## src/rtl/dac_pkg.sv

```systemverilog
// Shared definitions for the sample-stream DAC path: sample width, sample type
// and the PWM period helper used by the generators and the PWM stage.
package dac_pkg;

  localparam int SAMPLE_W = 8;

  typedef logic [SAMPLE_W-1:0] sample_t;

  // Number of ticks in one PWM period for a w-bit counter.
  function automatic int unsigned PWM_PERIOD(input int unsigned w);
    return (32'd1 << w) - 32'd1;
  endfunction

endpackage

```

## src/rtl/pwm_tick_gen.sv

```systemverilog
// Prescaler: asserts tick once every PRESCALE clk cycles (always, for PRESCALE=1).
module pwm_tick_gen #(
  parameter int PRESCALE = 1
) (
  input  logic clk,
  input  logic rst,
  output logic tick
);

  localparam int CW = (PRESCALE > 1) ? $clog2(PRESCALE) : 1;
  localparam logic [CW-1:0] LAST = CW'(PRESCALE - 1);

  logic [CW-1:0] r_pre_cnt;
  logic          w_tick;

  // With PRESCALE=1 the counter sits at 0 == LAST, so tick stays high.
  assign w_tick = (r_pre_cnt == LAST);
  assign tick   = w_tick;

  always_ff @(posedge clk) begin
    if (rst) begin
      r_pre_cnt <= '0;
    end else if (w_tick) begin
      r_pre_cnt <= '0;
    end else begin
      r_pre_cnt <= r_pre_cnt + 1'b1;
    end
  end

endmodule

```

## src/rtl/pwm_dac.sv

```systemverilog
// PWM DAC: takes one sample per PWM period through a one-entry holding register
// and drives a registered 1-bit PWM output; flags periods that start without data.
module pwm_dac
  import dac_pkg::*;
#(
  parameter int WIDTH    = SAMPLE_W,
  parameter int PRESCALE = 1
) (
  input  logic             clk,
  input  logic             rst,
  input  logic [WIDTH-1:0] sample_in,
  input  logic             sample_valid,
  output logic             sample_ready,
  output logic             pwm_out,
  output logic             period_start,
  output logic             underrun
);

  // Last counter value of a period; the counter never reaches 2^WIDTH-1.
  localparam logic [WIDTH-1:0] CNT_LAST = WIDTH'(PWM_PERIOD(WIDTH) - 1);

  logic             w_tick;
  logic             w_boundary;
  logic             w_accept;

  logic [WIDTH-1:0] r_cnt;
  logic [WIDTH-1:0] r_duty;
  logic [WIDTH-1:0] r_hold;
  logic             r_full;
  logic             r_pwm;
  logic             r_period_start;
  logic             r_underrun;

  pwm_tick_gen #(
    .PRESCALE (PRESCALE)
  ) u_tick_gen (
    .clk  (clk),
    .rst  (rst),
    .tick (w_tick)
  );

  assign w_boundary   = w_tick && (r_cnt == CNT_LAST);
  assign sample_ready = !r_full && !rst;
  assign w_accept     = sample_valid && sample_ready;

  assign pwm_out      = r_pwm;
  assign period_start = r_period_start;
  assign underrun     = r_underrun;

  always_ff @(posedge clk) begin
    if (rst) begin
      r_cnt          <= '0;
      r_duty         <= '0;
      r_hold         <= '0;
      r_full         <= 1'b0;
      r_pwm          <= 1'b0;
      r_period_start <= 1'b0;
      r_underrun     <= 1'b0;
    end else begin
      if (w_tick) begin
        r_cnt <= w_boundary ? '0 : r_cnt + 1'b1;
      end

      r_period_start <= w_boundary;
      r_underrun     <= w_boundary && !r_full;

      // Load and accept are exclusive: accept needs the holding register empty.
      if (w_boundary && r_full) begin
        r_duty <= r_hold;
        r_full <= 1'b0;
      end
      if (w_accept) begin
        r_hold <= sample_in;
        r_full <= 1'b1;
      end

      r_pwm <= (r_cnt < r_duty);
    end
  end

endmodule

```

## config.mk

```make
export PLATFORM = sky130hd
export DESIGN_NAME = pwm_dac
export DESIGN_NICKNAME = d
export VERILOG_FILES = /design/src/rtl/dac_pkg.sv /design/src/rtl/pwm_tick_gen.sv /design/src/rtl/pwm_dac.sv
export SDC_FILE = /design/constraint.sdc
export NUM_CORES = 1
export LEC_CHECK = 0
export BUFFER_PORTS_ARGS = -buffer_cell sky130_fd_sc_hd__buf_2
export CORE_ASPECT_RATIO = 1.1
export CORE_MARGIN = 1.5
export CORE_UTILIZATION = 35
export DETAILED_ROUTE_END_ITERATION = 12
export GPL_TIMING_DRIVEN = 1
export PLACE_DENSITY = 0.53
export SLEW_MARGIN = 10
export SYNTH_ARGS = -nofsm -noshare
export SYNTH_HDL_FRONTEND = slang
export SYNTH_SLANG_ARGS = --single-unit
export TNS_END_PERCENT = 1
```

## constraint.sdc

```tcl
create_clock -name clk -period 1.81 [get_ports clk]
set_clock_uncertainty 0.05 [all_clocks]
set_input_delay 0.2715 -clock clk [delete_from_list [all_inputs] [get_ports clk]]
set_output_delay 0.2715 -clock clk [all_outputs]
set_load 0.03 [all_outputs]
```

==> results.py, run 1 <==
metrics = {
    "die": {
        "die_h_um": 68.4,
        "dieArea_sq_mm": 0.00428,
        "die_x_um": 62.5,
        "io_pins": 15,
        "core-area_sq_mm": 0.00368,
        "initial_core_util_pct": 37.0,
        "num_rows": 23,
    },
    "setup_path": {
        "crit_slowest_cell": "a2111oi_0",
        "cp-start-kind": "flip-flop",
        "worstPathMaxFanout": 3,
        "critPathBufInv": 0,
        "crit_family": "compound AO/OA/AOI/OAI gates",
        "setup.worst_path.class": "flip-flop to flip-flop",
        "critical_path_arrival_ps": 1740,
        "path_cells": "ha_1 -> a211oi_1 -> o21ai_0 -> a2111oi_0",
        "critical_path_required_ps": 1920,
        "r2r_setup_slack_ps": 180,
        "crit_path_end_kind": "flip-flop",
        "critPathMaxStageDelay_ps": 420,
        "rr_worst_depth": 4,
        "reg2reg_from": "r_cnt[3]",
        "reg2reg_to": "pwm_out",
    },
    "clock_tree": {
        "cts-root-buf": "clkbuf_8",
        "post_cts_buffers": 0,
        "hold_buffers": 0,
        "cts_tree": "yes",
        "insertion_delay_ps": 290,
        "cts-resized-gates": 0,
        "cts.clk_slew.worst_paths_ps": 60,
        "cts_max_level": 2,
        "cts-buffers-inserted": 5,
        "clock-sinks": 29,
        "cts_buffer_depth": 2,
    },
    "logic_synthesis": {
        "ys_ff_latch": 29,
        "synth_top_area_cell": "dfxtp_1",
        "synth_top_area_share_pct": 42.6,
        "synth_ff_type": "dfxtp_1",
        "syn_area_per_cell_sq_um": 9.66,
        "ys_seq_area_share_pct": 42.6,
        "ys_warn_count": 0,
        "yosysUniqueCellTypes": 33,
        "synth_edf_count": 0,
        "netlist_area_sq_mm": 0.00136,
        "synth_area_leaders": "dfxtp_1 43%, ha_1 8.3%, mux2i_1 6.6%",
        "syn_nets": 161,
        "postSynth.asyncResetShare_pct": 0,
        "syn_inst": 141,
    },
    "final_layout": {
        "multi_input_area_sq_um": 716,
        "fillCellCount": 388,
        "regArea_sq_um": 581,
        "drive_above_1_share_pct": 16.9,
        "nets": 180,
        "diodes": 0,
        "area_growth_pct": 15.9,
        "finish.utilization_pct": 42.9,
    },
    "sta": {
        "setup_viol": 0,
        "fin_crit_sh_pct": 90.1,
        "slew_viol_final": 0,
        "grt_setup_unrepaired": "no",
        "final.setup.tns_ps": 0,
        "hold_violations": 0,
        "fmax_ghz": 0.613,
        "period_needed_ps": 1630,
        "holdWs_ps": 171,
    },
    "detailed_routing": {
        "wl_met2_um": 1180,
        "wl_per_cell_um": 12.5,
        "first_iter_violations": 42,
        "vias": 1007,
        "vias_per_cell": 4.80,
        "met1_length_um": 1270,
        "drc": 0,
        "ant_nets": 0,
        "wl_met3_um": 96,
        "routed_wl_um": 2620,
        "firstDrtPassIters": 4,
        "dr.max_layer_used": "met4",
    },
    "global_routing": {
        "grt.total_usage_pct": 14.1,
        "grt_start_max_net_pins": 30,
        "grt_pass1_wl_um": 4410,
        "grt-ovfl-total": 0,
        "grt_antenna_before_repair": 0,
        "grt_pass1_vias": 934,
    },
    "power_and_ir_drop": {
        "sw_frac_of_total_pct": 23.3,
        "peakVddDrop_uv": 449,
        "clock_power_share_pct": 40.5,
        "cellPowerDensity_mw_per_mm2": 832,
        "p_total_mw": 1.31,
        "seqPwrFrac_pct": 51.7,
        "power.leakage_nw": 0.643,
        "switching_power_mw": 0.306,
        "intPower_mw": 1.01,
        "p_comb_share_pct": 7.7,
    },
    "min_path": {
        "hp-start": "sample_in[5]",
        "hold_path.class": "input pin to flip-flop",
        "hold_end": "r_hold[5]",
        "holdPathStages": 3,
    },
    "placement": {
        "numPortBuffers": 14,
        "dp_hpwl_um": 1880,
        "routabilityCongestion": 0.778,
    },
    "flow_run": {
        "drv_cap": 0,
    },
    "status": {
        "status": "complete, no violations",
    },
}
-- power groups by stage --
stage / Combinational (mW) / Sequential, mW / Clock [mW]
after CTS: 0.104 / 0.680 / 0.551
after floorplan: 0.0698 / 0.693 / 0
after global routing: 0.115 / 0.683 / 0.578
final: 0.102 / 0.680 / 0.533
after detailed placement: 0.103 / 0.693 / 0
after global placement: 0.102 / 0.692 / 0
-- worst register-to-register path, cell delays in order, from the launching register on --
cell and delay [ps]:
dfxtp_1 410, ha_1 270, a211oi_1 230, o21ai_0 140, a2111oi_0 420
-- layer usage --
metal  vias to the layer above  GRT usage [%]
met5                         -              0
met4                         0           10.8
met3                         7           4.44
met2                        17           20.8
met1                       447           17.3
li1                        536              -
-- metrics by stage --
| step | cells | instance area, sq um | setup slack (ps) |
|---|---|---|---|
| final | 210 | 1580 | 178 |
| after detailed placement | 203 | 1490 | 224 |
| after floorplan | 141 | 1360 | 294 |
| after CTS | 210 | 1580 | 183 |
| after global placement | 203 | 1490 | 209 |
| after global routing | 210 | 1580 | 16.1 |
-- how the worst max path moves through the flow --
stage / slack, ps / to / from / depth (start not counted)
floorplan: 290 / r_duty[6] / r_cnt[1] / 5
global placement: 210 / pwm_out / r_cnt[3] / 4
detailed placement: 220 / pwm_out / r_cnt[3] / 4
global route: 20 / pwm_out / r_cnt[3] / 4
CTS: 180 / pwm_out / r_cnt[3] / 4
finish: 180 / pwm_out / r_cnt[3] / 4
-- synth_stat cells, drive strengths merged, types with 3 or more instances --
master,count
ha,9
clkbuf,3
inv,9
or3,3
mux2i,9
nand4b,3
a21oi,5
o31ai,7
xor2,3
nand2b,10
dfxtp,29
o21ai,5
nor3,3
buf,3
nand2,4
nor2,15
or4,7
-- kinds of logic (layout without fill, tap and decap cells) --
| group | count (synthesis) | after routing | synth area share [%] |
|---|---|---|---|
| AND/OR/NAND/NOR | 52 | 52 | 24.3 |
| flip-flops | 29 | 29 | 42.6 |
| AO/OA/AOI/OAI | 23 | 23 | 11.1 |
| buffers and inverters | 15 | 34 | 4.87 |
| adder cells (fa/ha/maj) | 9 | 9 | 8.26 |
| multiplexers | 9 | 9 | 6.61 |
| XOR/XNOR | 3 | 3 | 1.93 |
| other | 1 | 1 | 0.275 |
-- state kept, by name, indices dropped and copies added, names as in the netlist --
signal	count
period_start	1
r_full	1
r_duty	8
r_cnt	8
u_tick_gen.r_pre_cnt	1
underrun	1
r_hold	8
pwm_out	1
-- cell usage in the layout (no fill, tap or decap), drive strengths merged, types with 7 or more instances in the layout --
cell and n:
buf 18, mux2i 9, ha 9, clkbuf 7, o31ai 7, dfxtp 29, inv 9, or4 7
nor2 15, nand2b 10
-- layout make-up --
cell class                      instances  share of cell area (%)
Inverter                                9                    2.14
Tap cell                               50                    3.96
Clock buffer                            7                    5.47
Timing Repair Buffer                   18                    6.34
Sequential cell                        29                    36.8
Multi-Input combinational cell         97                    45.3
(Power assumes the default switching activity.)
==> run 2: changes to the inputs <==
Settings changed: REMOVE_ABC_BUFFERS set to 1.
Clock period 1.81 ns to 1.6 ns, I/O delays scaled along.
==> run 2 against run 1 <==
Net effect: cell area increased by 6.3%; count of clock-buffer cells in the layout rose by 1; via count is 7.1% higher; die area is the same; cell count up 6.2%; non-clock buffer count grew 11; register-to-register slack worse by 130 ps; global-route usage decreased by 0.081 points; total power is 11% higher; sequential share of layout area fell by 2.1 points; critical endpoint unchanged; largest cell class unchanged; largest power group unchanged.
==> results.py, run 2 (synthesis results as in run 1) <==
metrics = {
    "die": {
        "initial_core_util_pct": 37.0,
        "num_rows": 23,
        "io_pins": 15,
        "dieArea_sq_mm": 0.00428,
        "die_h_um": 68.4,
        "core-area_sq_mm": 0.00368,
        "die_x_um": 62.5,
    },
    "sta": {
        "setup_ws_ps": 51.4,
        "setup_viol": 0,
        "period_needed_ps": 1550,
        "fin_crit_sh_pct": 96.8,
        "fmax_ghz": 0.646,
        "slew_viol_final": 0,
        "grt_setup_unrepaired": "yes",
        "hold_violations": 0,
    },
    "detailed_routing": {
        "first_iter_violations": 30,
        "ant_nets": 0,
        "wl_per_cell_um": 12.3,
        "firstDrtPassIters": 4,
        "vias_per_cell": 4.84,
        "drc": 0,
        "routed_wl_um": 2740,
        "vias": 1079,
    },
    "final_layout": {
        "top_regs": "r_cnt x8, r_duty x8, r_hold x8",
        "finish.utilization_pct": 45.6,
        "area_growth_pct": 23.2,
        "fillCellCount": 390,
        "diodes": 0,
        "final_cell_mix": "28 x dfxtp_1, 15 x nor2_1, 15 x buf_4",
        "layout.cells.most_common": "dfxtp_1",
        "nets": 192,
        "drive_above_1_share_pct": 23.7,
    },
    "global_routing": {
        "grt.total_usage_pct": 14.0,
        "grt-ovfl-total": 0,
        "grt_pass1_vias": 1016,
        "grt_start_max_net_pins": 30,
        "grt_pass1_wl_um": 4570,
        "grt_antenna_before_repair": 0,
    },
    "clock_tree": {
        "cts_max_level": 2,
        "cts-buffers-inserted": 5,
        "insertion_delay_ps": 280,
        "cts_tree": "yes",
        "cts-root-buf": "clkbuf_8",
        "clock-sinks": 29,
        "cts.clk_slew.worst_paths_ps": 60,
        "cts_buffer_depth": 2,
        "hold_buffers": 0,
    },
    "power_and_ir_drop": {
        "p_total_mw": 1.46,
        "power.leakage_nw": 0.714,
        "intPower_mw": 1.12,
        "cellPowerDensity_mw_per_mm2": 872,
        "peakVddDrop_uv": 554,
        "clock_power_share_pct": 38.7,
        "sw_frac_of_total_pct": 23.7,
        "seqPwrFrac_pct": 52.5,
        "switching_power_mw": 0.346,
        "p_comb_share_pct": 8.8,
    },
    "placement": {
        "dp_hpwl_um": 1950,
        "pre_cts_ws_ps": 41.6,
        "routabilityCongestion": 0.678,
        "numPortBuffers": 14,
    },
    "flow_run": {
        "drv_cap": 0,
    },
    "setup_path": {
        "critical_path_arrival_ps": 1660,
        "cp-start-kind": "flip-flop",
        "worstPathMaxFanout": 7,
        "critical_path_required_ps": 1710,
        "crit_path_end_kind": "flip-flop",
        "setup.worst_path.class": "flip-flop to flip-flop",
    },
    "status": {
        "status": "complete, no violations",
    },
    "min_path": {
        "hold_path.class": "input pin to flip-flop",
    },
}
[run 2: path summary, 6_finish.rpt]
path	slack, ps	endpoint	start	cells after the start
setup / recovery	50	pwm_out	r_cnt[6]	4
setup reg to reg	50	pwm_out	r_cnt[6]	4
hold / removal	150	r_hold[5]	sample_in[5]	3
hold reg to reg	420	r_duty[7]	r_duty[7]	2
[run 2: layout make-up]
class	count	area (sq um)	area share, %
clock buffers	8	80.1	4.77
flip-flops and latches	29	582	34.6
repair buffers	29	183	10.9
multi-input cells	98	738	44.0
well taps	50	62.6	3.73
inverters	9	33.8	2.01
[run 2: per-layer routing]
layer	GRT usage (%)	up-vias	share of wire, %	routed length (um)
met5	0	-	0	0
met4	6.67	0	1.8	48
met3	4.44	7	3.5	95
met2	24.6	19	48	1310
met1	15.7	489	47	1290
li1	-	564	-	-
[run 2: critical path, cell delays in order, from the launching register on]
cell,delay (ps)
dfxtp_1,520
ha_1,310
a21oi_1,140
nor2b_1,60
a2111oi_1,350
[run 2: through the flow]
stage / std cells / hold slack [ps] / instance area, sq um / setup TNS, ps
floorplan: 135 / 259 / 1330 / 0
finish: 223 / 147 / 1680 / 0
detailed placement: 212 / 411 / 1560 / 0
global placement: 212 / 420 / 1560 / 0
CTS: 220 / 147 / 1640 / 0
global route: 223 / 166 / 1680 / -101
[run 2: timing repair]
action / CTS / global route
setup endpoints to repair: 0 / 11
buffers inserted: 0 / 2
gates resized for setup: 0 / 4
endpoints found under the hold margin: 0 / 0
[run 2: power groups by stage]
stage,Sequential (mW),Clock (mW),Combinational [mW]
3_5_place_dp,0.783,0,0.127
6_report,0.768,0.566,0.129
2_1_floorplan,0.784,0,0.0696
5_1_grt,0.771,0.613,0.147
4_1_cts,0.767,0.585,0.127
3_3_place_gp,0.781,0,0.123
